$ cat src/rtl/toggle_evt_pkg.sv
// Shared types and defaults for the toggle event decoder.
package toggle_evt_pkg;

   typedef enum logic {
      ARM = 1'b0,
      RUN = 1'b1
   } evt_state_t;

   localparam int unsigned SYNC_STAGES_DEF = 2;
   localparam int unsigned CNT_W_DEF       = 4;

endpackage

$ cat src/rtl/sync_chain.sv
// Multi-flop synchronizer for a single asynchronous bit, reset to 0.
module sync_chain #(
   parameter int unsigned DEPTH = 2
) (
   input  logic clk,
   input  logic rst,
   input  logic d,
   output logic q
);

   logic [DEPTH-1:0] ff;

   always_ff @(posedge clk or negedge rst) begin
      if (!rst) ff <= '0;
      else      ff <= {ff[DEPTH-2:0], d};
   end

   assign q = ff[DEPTH-1];

endmodule

$ cat src/rtl/toggle_event_decoder.sv
// Turns level changes on an asynchronous toggle line into strobes and a
// saturating pending-event count with a sticky overflow flag.
module toggle_event_decoder
   import toggle_evt_pkg::*;
#(
   parameter int unsigned SYNC_STAGES = SYNC_STAGES_DEF,
   parameter int unsigned CNT_W       = CNT_W_DEF
) (
   input  logic             clk,
   input  logic             rst,
   input  logic             tgl_in,
   input  logic             enable,
   output logic             evt_pulse,
   output logic             evt_valid,
   input  logic             evt_ready,
   output logic [CNT_W-1:0] pend_cnt,
   output logic             overflow,
   input  logic             ovf_clr
);

   localparam int unsigned      ARM_W    = $clog2(SYNC_STAGES + 1);
   localparam logic [ARM_W-1:0] ARM_LAST = ARM_W'(SYNC_STAGES);
   localparam logic [ARM_W-1:0] ARM_ONE  = {{(ARM_W-1){1'b0}}, 1'b1};
   localparam logic [CNT_W-1:0] CNT_MAX  = '1;
   localparam logic [CNT_W-1:0] CNT_ONE  = {{(CNT_W-1){1'b0}}, 1'b1};

   evt_state_t       state, next_state;
   logic [ARM_W-1:0] arm_cnt;
   logic             sync_q;
   logic             prev_q;
   logic             edge_acc;
   logic             pop;
   logic [CNT_W-1:0] pend_nxt;
   logic             ovf_set;

   sync_chain #(.DEPTH(SYNC_STAGES)) u_sync (
      .clk (clk),
      .rst (rst),
      .d   (tgl_in),
      .q   (sync_q)
   );

   always_ff @(posedge clk or negedge rst) begin
      if (!rst) state <= ARM;
      else      state <= next_state;
   end

   // ARM waits for the synchronizer to fill so a level present at reset release is absorbed.
   always_comb begin
      next_state = state;
      edge_acc   = 1'b0;
      case (state)
         ARM: if (arm_cnt == ARM_LAST) next_state = RUN;
         RUN: edge_acc = enable && (sync_q != prev_q);
         default: next_state = ARM;
      endcase
   end

   always_ff @(posedge clk or negedge rst) begin
      if (!rst) begin
         arm_cnt   <= '0;
         prev_q    <= 1'b0;
         evt_pulse <= 1'b0;
      end else begin
         if (state == ARM && arm_cnt != ARM_LAST) arm_cnt <= arm_cnt + ARM_ONE;
         prev_q    <= sync_q;
         evt_pulse <= edge_acc;
      end
   end

   assign evt_valid = (pend_cnt != '0);
   assign pop       = evt_valid && evt_ready;

   // A simultaneous push and pop cancel out, even at full count.
   always_comb begin
      pend_nxt = pend_cnt;
      ovf_set  = 1'b0;
      if (evt_pulse && !pop) begin
         if (pend_cnt == CNT_MAX) ovf_set  = 1'b1;
         else                     pend_nxt = pend_cnt + CNT_ONE;
      end else if (!evt_pulse && pop) begin
         pend_nxt = pend_cnt - CNT_ONE;
      end
   end

   always_ff @(posedge clk or negedge rst) begin
      if (!rst) begin
         pend_cnt <= '0;
         overflow <= 1'b0;
      end else begin
         pend_cnt <= pend_nxt;
         if (ovf_set)      overflow <= 1'b1;
         else if (ovf_clr) overflow <= 1'b0;
      end
   end

endmodule

$ cat config.mk
export PLATFORM = sky130hd
export DESIGN_NAME = toggle_event_decoder
export DESIGN_NICKNAME = d
export VERILOG_FILES = /design/src/rtl/toggle_evt_pkg.sv /design/src/rtl/sync_chain.sv /design/src/rtl/toggle_event_decoder.sv
export SDC_FILE = /design/constraint.sdc
export NUM_CORES = 1
export LEC_CHECK = 0
export ABC_CLOCK_PERIOD_IN_PS = 2950
export CAP_MARGIN = 30
export CORE_AREA = 2 2 52 54
export CTS_BUF_LIST = sky130_fd_sc_hd__clkbuf_2 sky130_fd_sc_hd__clkbuf_4 sky130_fd_sc_hd__clkbuf_8
export DETAILED_ROUTE_END_ITERATION = 10
export DIE_AREA = 0 0 54 56
export GPL_TIMING_DRIVEN = 0
export PLACE_DENSITY = 0.55
export REMOVE_ABC_BUFFERS = 1
export SLEW_MARGIN = 15
export SYNTH_ARGS = -nofsm -noshare
export SYNTH_HDL_FRONTEND = slang
export SYNTH_SLANG_ARGS = --single-unit
export TNS_END_PERCENT = 5
$ cat constraint.sdc
create_clock -name clk -period 2.95 [get_ports clk]
set_input_delay 0.59 -clock clk [delete_from_list [all_inputs] [get_ports clk]]
set_output_delay 0.59 -clock clk [all_outputs]
set_load 0.02 [all_outputs]
Word level (Yosys, flattened, before mapping)
Cells that the tools add are included.
{"block": "word_totals", "register_bits": 12, "input_bits": 6, "out_inout_bits": 7, "wordCells": 37}
{"block": "op_classes", "addsub": 3, "n_eq_ne": 5, "n_mux": 10, "bitwise_logic": 1, "reduce_logical": 11}
{"operator": "4-bit two-way mux", "n": 3}
{"operator": "1-bit two-way mux", "n": 7}
{"operator": "1-bit logical AND", "n": 5}
{"operator": "4-bit by 1-bit adder with 4-bit output (second input constant)", "n": 1}
{"operator": "4-bit equality test (second input constant)", "n": 1}
{"operator": "2-bit inequality test (second input constant)", "n": 2}
{"operator": "2-bit nonzero test", "n": 2}
{"operator": "4-bit nonzero test", "n": 1}
{"operator": "4-bit by 1-bit subtractor with 4-bit output (second input constant)", "n": 1}
{"operator": "2-bit by 1-bit adder with 2-bit output (second input constant)", "n": 1}
{"operator": "2-bit equality test (second input constant)", "n": 1}
{"operator": "1-bit zero test", "n": 2}
{"operator": "2-bit AND reduction", "n": 1}
{"operator": "1-bit inequality test", "n": 1}
{"operator": "1-bit NOT", "n": 1}

Logic depth before layout (Yosys ltp)
Gate-level depths: netlist (run 1).
{"block": "logic_depth", "depth_word": 6, "mapped_depth": 7, "depth_no_buf": 7}

Hierarchy
Synthesis (run 1) repeated with hierarchy kept, for this count alone.
{"block": "hier_totals", "cells_unflattened": 50, "hier_area_um2": 595.6}
{"mod": "toggle_event_decoder", "instances": 1, "cells_per_inst": 48, "area_per_inst_um2": 545.5, "seq_area_each_um2": 250.2}
{"mod": "sync_chain", "instances": 1, "cells_per_inst": 2, "area_per_inst_um2": 50.0, "seq_area_each_um2": 50.0}

Worst setup path before layout (run 1)
Ideal clock, no wire load.
{"block": "synth_path", "path_type": "flip-flop to flip-flop", "startpoint": "reg pend_cnt[0]", "endpoint": "reg pend_cnt[3]", "setup_ps": 133, "arrival_time_ps": 1990, "t_required_ps": 2817, "setup_slack_ps": 827, "stages_incl_launch_ff": 8, "n_path_buf": 0, "period_less_slack_ps": 2123, "path_cell_list": "dfrtp_1 o41ai_2 nand2_1 ha_1 nand3_1 a211oi_1 o211ai_2 xnor2_1"}
{"block": "synth_via", "elab_chain_cells": 6, "word_cells_on_any_way": 14, "cone_classes": "add/sub: 2; eq/ne: 2; mux: 3; reduce/logical: 7"}
{"item": "start, declared", "line": "toggle_event_decoder.sv:16", "source": "output logic [CNT_W-1:0] pend_cnt,"}
{"item": "start signal, assigned", "line": "toggle_event_decoder.sv:91", "source": "pend_cnt <= pend_nxt;"}
{"item": "parallel branches: the longest is 6 deep, another holds 4-bit by 1-bit subtractor with 4-bit output"}
Several ways; the timed one is not identified. The select of a mux whose other input is x is not followed.
A chain may end at the register's enable or synchronous reset.

Worst setup path in the final report (run 1)
{"block": "layout_path", "startpoint": "in evt_ready", "endpoint": "reg pend_cnt[3]"}
{"block": "layout_via", "elab_chain_cells": 5, "word_cells_on_any_way": 8, "cone_classes": "eq/ne: 1; mux: 1; reduce/logical: 6"}
{"item": "start, declared", "line": "toggle_event_decoder.sv:15", "source": "input logic evt_ready,"}
{"item": "1-bit logical AND (*)", "line": "toggle_event_decoder.sv:72", "source": "assign pop = evt_valid && evt_ready;"}
{"item": "1-bit zero test", "line": "toggle_event_decoder.sv:78", "source": "if (evt_pulse && !pop) begin"}
{"item": "1-bit logical AND", "line": "toggle_event_decoder.sv:78"}
{"item": "2-bit inequality test (no source line) / 2-bit nonzero test (equally long branches)"}
{"item": "2-bit AND reduction (no source line)"}
Mark *: on every way between the ends. The rest lies on a longest branch, timed or not.

==> results of run 1 <==
[worst register-to-register path, stage by stage (launching register included)]
cell	delay, ns
dfrtp_1	0.48
o41ai_2	0.42
nand2_1	0.20
ha_1	0.37
a21oi_1	0.10
a211oi_1	0.29
o211ai_2	0.11
xnor2_1	0.14
[final cells by class]
class	instances	area (µm²)	share of cell area
clock buffers	3	22.5	0.0292
inverters	4	15.0	0.0194
well taps	30	37.5	0.0486
multi-input cells	33	277	0.358
repair buffers	12	120	0.156
flip-flops and latches	12	300	0.389
[cells in the final DEF (no fill, tap or decap), types with 3 or more instances in the layout]
cell             count
clkdlybuf4s50_1     12
a21oi_1              3
clkbuf_4             3
xnor2_1              4
dfrtp_1             12
ha_1                 3
nand3_1              3
nand2_1              4
inv_1                4
[routing by layer]
layer	track usage	routed length, µm
met1	0.129	508
met2	0.115	445
met3	0.0242	56
met4	0.0536	0
met5	0	0
[registers in the layout, indices dropped and copies added, names as in the netlist]
name       cells
pend_cnt       4
arm_cnt        2
u_sync.ff      2
evt_pulse      1
overflow       1
prev_q         1
state          1
[worst max path at each step]
stage | end | slack (ns) | cells past startpoint
after floorplan | pend_cnt[3] | 0.83 | 7
after global placement | pend_cnt[3] | 0.41 | 8
after detailed placement | pend_cnt[3] | 0.42 | 8
after CTS | evt_valid | 0.68 | 3
after global routing | pend_cnt[3] | 0.46 | 7
final | pend_cnt[3] | 0.68 | 8
[where the power goes]
group | total, mW | internal, mW | leakage [nW] | switching [mW]
Combinational | 0.298 | 0.160 | 0.160 | 0.138
Sequential | 0.268 | 0.198 | 0.139 | 0.0700
Clock | 0.0909 | 0.0470 | 0.0138 | 0.0439
Total | 0.657 | 0.406 | 0.313 | 0.252
[through the flow]
step                      instances  power, mW  utilization
after floorplan                  49      0.456            -
after global placement           91      0.570        0.308
after detailed placement         91      0.574        0.308
after CTS                        94      0.672        0.317
after global routing             94      0.724        0.317
final                            94      0.657        0.317
[kinds of logic (layout without fill, tap and decap cells)]
kind of cell / after synthesis / count (layout) / share of synthesized area
compound gates: 12 / 12 / 0.174
xor+xnor: 5 / 5 / 0.0735
fa+ha+maj: 4 / 4 / 0.0966
buf+inv: 5 / 19 / 0.0315
flops: 12 / 12 / 0.504
mux: 1 / 1 / 0.0252
simple gates: 11 / 11 / 0.0945
==> results.json, run 1 <==
{
  "start_kind": "input port",
  "end_kind": "flop",
  "fmax_mhz": 440,
  "avgSynthCellArea_um2": 11.9,
  "r2r-end": "pend_cnt[3]",
  "synthTopCellsByCount": "dfrtp_1 (12), inv_1 (4), nand2_1 (4), xnor2_1 (4)",
  "synth_edf_count": 0,
  "startpoint": "evt_ready",
  "grt_pass1_vias": 439,
  "synth_warnings": 0,
  "start_util": 0.245,
  "drcViolationCount": 0,
  "antenna_found_initial": 0,
  "grt_usage": 0.0893,
  "preCtsSetupSlack_ns": 0.425,
  "ir_drop_mv": 0.409,
  "hold_buffers": 0,
  "worst_pin_slew_ns": 0.527,
  "die_h_um": 56,
  "powerDensity_mw_per_mm2": 852,
  "cts_tree": "done",
  "ys_seq_elements": 12,
  "core_area_mm2": 0.00243,
  "max_stage_delay_ns": 0.51,
  "cts.path.max_buffers": 2,
  "netlist_instances": 50,
  "p_leak_nw": 0.313,
  "crit_family": "compound AO/OA/AOI/OAI gates",
  "setup_ws_ns": 0.680,
  "cp.arrival_ns": 2.41,
  "period_share": 0.770,
  "dieArea_mm2": 0.00302,
  "path_cells": "clkdlybuf4s50_1 -> o41ai_2 -> nand2_1 -> ha_1 -> a21oi_1 -> a211oi_1 -> o211ai_2 -> xnor2_1",
  "gp_congestion": 0.656,
  "drt_first_pass_iters": 2,
  "insertion_delay_ns": 0.26,
  "routedWlPerCell_um": 10.7,
  "cts_max_level": 1,
  "cts_buffers": 3,
  "maxCapViolations": 0,
  "grt.overflow.total": 0,
  "clock-sinks": 12,
  "grt_pass1_wl_mm": 1.96,
  "r2r_cells": 7,
  "slew_headroom": 0.647,
  "stdcell_area_um2": 772,
  "synth-async-reset-ratio": 1.00,
  "areaGrowthSynthToFinish_pct": 29.6,
  "boundaryPins": 13,
  "post-cts-setup-buffers": 0,
  "dr_total_vias": 431,
  "fin_tns_setup_ns": 0,
  "hold_depth": 0,
  "routed_wirelength_mm": 1.01,
  "synth.top_cell.area_share": 0.504,
  "ant_nets": 0,
  "syn_area_um2": 596,
  "synth.most_common_cell": "dfrtp_1",
  "netlist_top_cells_area": "dfrtp_1 (50%), ha_1 (6.3%), xnor2_1 (5.9%), fa_1 (3.4%), o41ai_2 (2.7%)",
  "via_per_inst": 4.59,
  "ys_seq_area_frac": 0.504,
  "port_buffers": 12,
  "clk_pin_slew_ns": 0.06,
  "rows": 18,
  "layout-drive-gt1-share": 0.125,
  "r2r-start": "pend_cnt[0]",
  "nets": 76,
  "outcome": "finished clean",
  "timing.reg2reg.setup_slack_ns": 0.73,
  "worst_hold_path.endpoint": "u_sync.ff[1]",
  "cts-root-buf": "clkbuf_4",
  "yosys.area.top_type": "dfrtp_1",
  "period_minus_slack_ns": 2.27,
  "grt_setup_unrepaired": "no",
  "cpMaxStageDelayCell": "clkdlybuf4s50_1",
  "maxSlewViolCount": 0,
  "synth_ff_type": "dfrtp_1",
  "post_dp_cell_area_um2": 749,
  "dieWidth_um": 54,
  "drt_iter0_markers": 6,
  "dp_hpwl_um": 777,
  "grt_max_degree": 13,
  "worstSetupPathType": "in2reg",
  "crit_buf_inv": 1,
  "fillers": 260,
  "hold_ws_ns": 0.350,
  "skew_ns": 0.00310,
  "cp_max_fo": 5,
  "antennaDiodeCount": 0,
  "hold_viol": 0,
  "ys_types": 24,
  "holdCritPathClass": "reg2reg",
  "post_cts_resized": 0,
  "hold_path.startpoint": "u_sync.ff[0]",
  "setup_viol": 0,
  "cp_data_required_time_ns": 3.09
}
No activity file was read; power rests on OpenSTA's default activity.
==> run 2, diff against run 1 <==
--- a/config.mk
+++ b/config.mk
@@ -5,14 +5,14 @@
 export SDC_FILE = /design/constraint.sdc
 export NUM_CORES = 1
 export LEC_CHECK = 0
-export ABC_CLOCK_PERIOD_IN_PS = 2950
+export ABC_CLOCK_PERIOD_IN_PS = 1870
 export CAP_MARGIN = 30
 export CORE_AREA = 2 2 52 54
 export CTS_BUF_LIST = sky130_fd_sc_hd__clkbuf_2 sky130_fd_sc_hd__clkbuf_4 sky130_fd_sc_hd__clkbuf_8
 export DETAILED_ROUTE_END_ITERATION = 10
 export DIE_AREA = 0 0 54 56
 export GPL_TIMING_DRIVEN = 0
-export PLACE_DENSITY = 0.55
+export PLACE_DENSITY = 0.57
 export REMOVE_ABC_BUFFERS = 1
 export SLEW_MARGIN = 15
 export SYNTH_ARGS = -nofsm -noshare
==> constraint.sdc (replaced) <==
create_clock -name clk -period 1.87 [get_ports clk]
set_input_delay 0.374 -clock clk [delete_from_list [all_inputs] [get_ports clk]]
set_output_delay 0.374 -clock clk [all_outputs]
set_load 0.02 [all_outputs]
==> run 2 against run 1 <==
Compared with the run above:
- the run now ends with setup timing left
- via count grew 11%
- flip-flop and latch count is the same
- worst setup slack lost 0.81 ns
- final cell count grew 12%
- combinational power grew 130%
- sequential share of layout area shrank 5.3 points
- die area is the same
- sequential power grew 50%
- clock skew grew 0.0018 ns
==> results.json, run 2 (synthesis gave the netlist of run 1 again) <==
{
  "drt_first_pass_iters": 1,
  "start_util": 0.245,
  "grt_max_degree": 13,
  "multi_input_area_um2": 317,
  "port_buffers": 12,
  "setup_ws_ns": -0.134,
  "cts_buffers": 3,
  "cp_data_required_time_ns": 2.02,
  "dieArea_mm2": 0.00302,
  "clock-sinks": 12,
  "ant_nets": 0,
  "holdCritPathClass": "reg2reg",
  "fin_tns_setup_ns": -0.210,
  "mostFrequentLayoutCells": "buf_4 (10), dfrtp_1 (8), clkdlybuf4s50_1 (8)",
  "clk_pin_slew_ns": 0.07,
  "gp_congestion": 0.722,
  "outcome": "finished, violations left",
  "startpoint": "pend_cnt[0]",
  "cts-root-buf": "clkbuf_4",
  "power_mw": 1.29,
  "hold_depth": 0,
  "cts_tree": "done",
  "worst_pin_slew_ns": 0.506,
  "rows": 18,
  "hold_ws_ns": 0.360,
  "skew_ns": 0.00488,
  "start_kind": "flop",
  "via_per_inst": 4.56,
  "layout-drive-gt1-share": 0.373,
  "grt_pass1_vias": 485,
  "hold_viol": 0,
  "cts_max_level": 1,
  "r2r-start": "pend_cnt[0]",
  "core_area_mm2": 0.00243,
  "period_share": 1.07,
  "regArea_um2": 305,
  "fillers": 250,
  "dp_hpwl_um": 789,
  "r2r_cells": 7,
  "dieWidth_um": 54,
  "cp.arrival_ns": 2.15,
  "routed_wirelength_mm": 1.28,
  "maxUsedRoutingLayer": "met3",
  "insertion_delay_ns": 0.26,
  "drt_iter0_markers": 0,
  "m1WireLength_um": 561,
  "p_leak_nw": 0.388,
  "fmax_mhz": 499,
  "wl_met2_um": 642,
  "grt_pass1_wl_mm": 2.08,
  "nets": 86,
  "die_h_um": 56,
  "grt.overflow.total": 0,
  "cp_max_fo": 4,
  "largest_registers": "pend_cnt: 4 flops, arm_cnt: 2 flops, u_sync.ff: 2 flops",
  "top_register": "pend_cnt",
  "hold_buffers": 0,
  "largest_reg_flops": 4,
  "maxSlewViolCount": 0,
  "antenna_found_initial": 0,
  "maxCapViolations": 0,
  "violations": "setup timing",
  "grt_usage": 0.0910,
  "antennaDiodeCount": 0,
  "areaGrowthSynthToFinish_pct": 52.5,
  "powerDensity_mw_per_mm2": 1420,
  "routedWlPerCell_um": 12.2,
  "dr_total_vias": 479,
  "ir_drop_mv": 0.552,
  "fin_util": 0.373,
  "worstSetupPathType": "reg2reg",
  "layout_commonest_cell": "buf_4",
  "cts.path.max_buffers": 2,
  "boundaryPins": 13,
  "setup_viol": 2,
  "wl_met3_um": 79,
  "grt_setup_unrepaired": "yes",
  "slew_headroom": 0.662,
  "period_minus_slack_ns": 2.00,
  "end_kind": "flop",
  "drcViolationCount": 0,
  "hold_path.startpoint": "u_sync.ff[0]"
}
==> run 2: cell count changes in the layout (fill, tap and decap cells not counted), moves of 2 or more <==
cell             delta
dfrtp_2             +4
dlymetal6s2s_1      +2
dlygate4sd2_1       +2
buf_4              +10
dfrtp_1             -4
clkdlybuf4s50_1     -4
==> run 2: cell type report <==
type / instances / area share
Clock buffer: 4 / 0.0399
Inverter: 4 / 0.0165
Multi-Input combinational cell: 33 / 0.348
Sequential cell: 12 / 0.336
Tap cell: 30 / 0.0413
Timing Repair Buffer: 22 / 0.218
==> run 2: routing by layer <==
metal  vias up  track usage
li1        231            -
met1       236        0.111
met2        12        0.152
met3         0       0.0215
met4         0       0.0321
met5         -            0
==> run 2: metrics by stage <==
stage                     setup WS (ns)  instances  area, µm²
after floorplan                  -0.253         49        592
after global placement           -0.457         91        749
after detailed placement         -0.459         91        749
after CTS                        -0.115        101        868
after global routing             -0.235        105        908
final                            -0.134        105        908
==> run 2: worst paths after layout <==
path / to / slack [ns]
worst min register to register: u_sync.ff[1] / 0.36
worst max-delay path: pend_cnt[3] / -0.13
max in group asynchronous: pend_cnt[2] / 1.05
worst max register to register: pend_cnt[3] / -0.13
worst min-delay path: u_sync.ff[1] / 0.36
min in group asynchronous: state / 0.44
==> run 2: report_power, final <==
part | leakage, nW | switching [mW] | internal [mW] | total (mW)
logic | 0.232 | 0.329 | 0.360 | 0.689
registers | 0.135 | 0.0785 | 0.323 | 0.401
clock network | 0.0210 | 0.0794 | 0.118 | 0.197
total | 0.388 | 0.487 | 0.801 | 1.29
==> run 2: timing repair <==
action	4_1_cts	5_1_grt
pin swaps	3	5
setup endpoints to repair	3	4
buffers inserted	6	4
resized for setup	11	3
endpoints found under the hold margin	0	0
==> run 2: critical path, stage by stage (launching register included) <==
cell and delay, ns:
dfrtp_2 0.43, o41ai_4 0.38, nand2_2 0.15, ha_1 0.32, nand3_2 0.09, a211oi_2 0.26
o211ai_2 0.11, xnor2_1 0.15
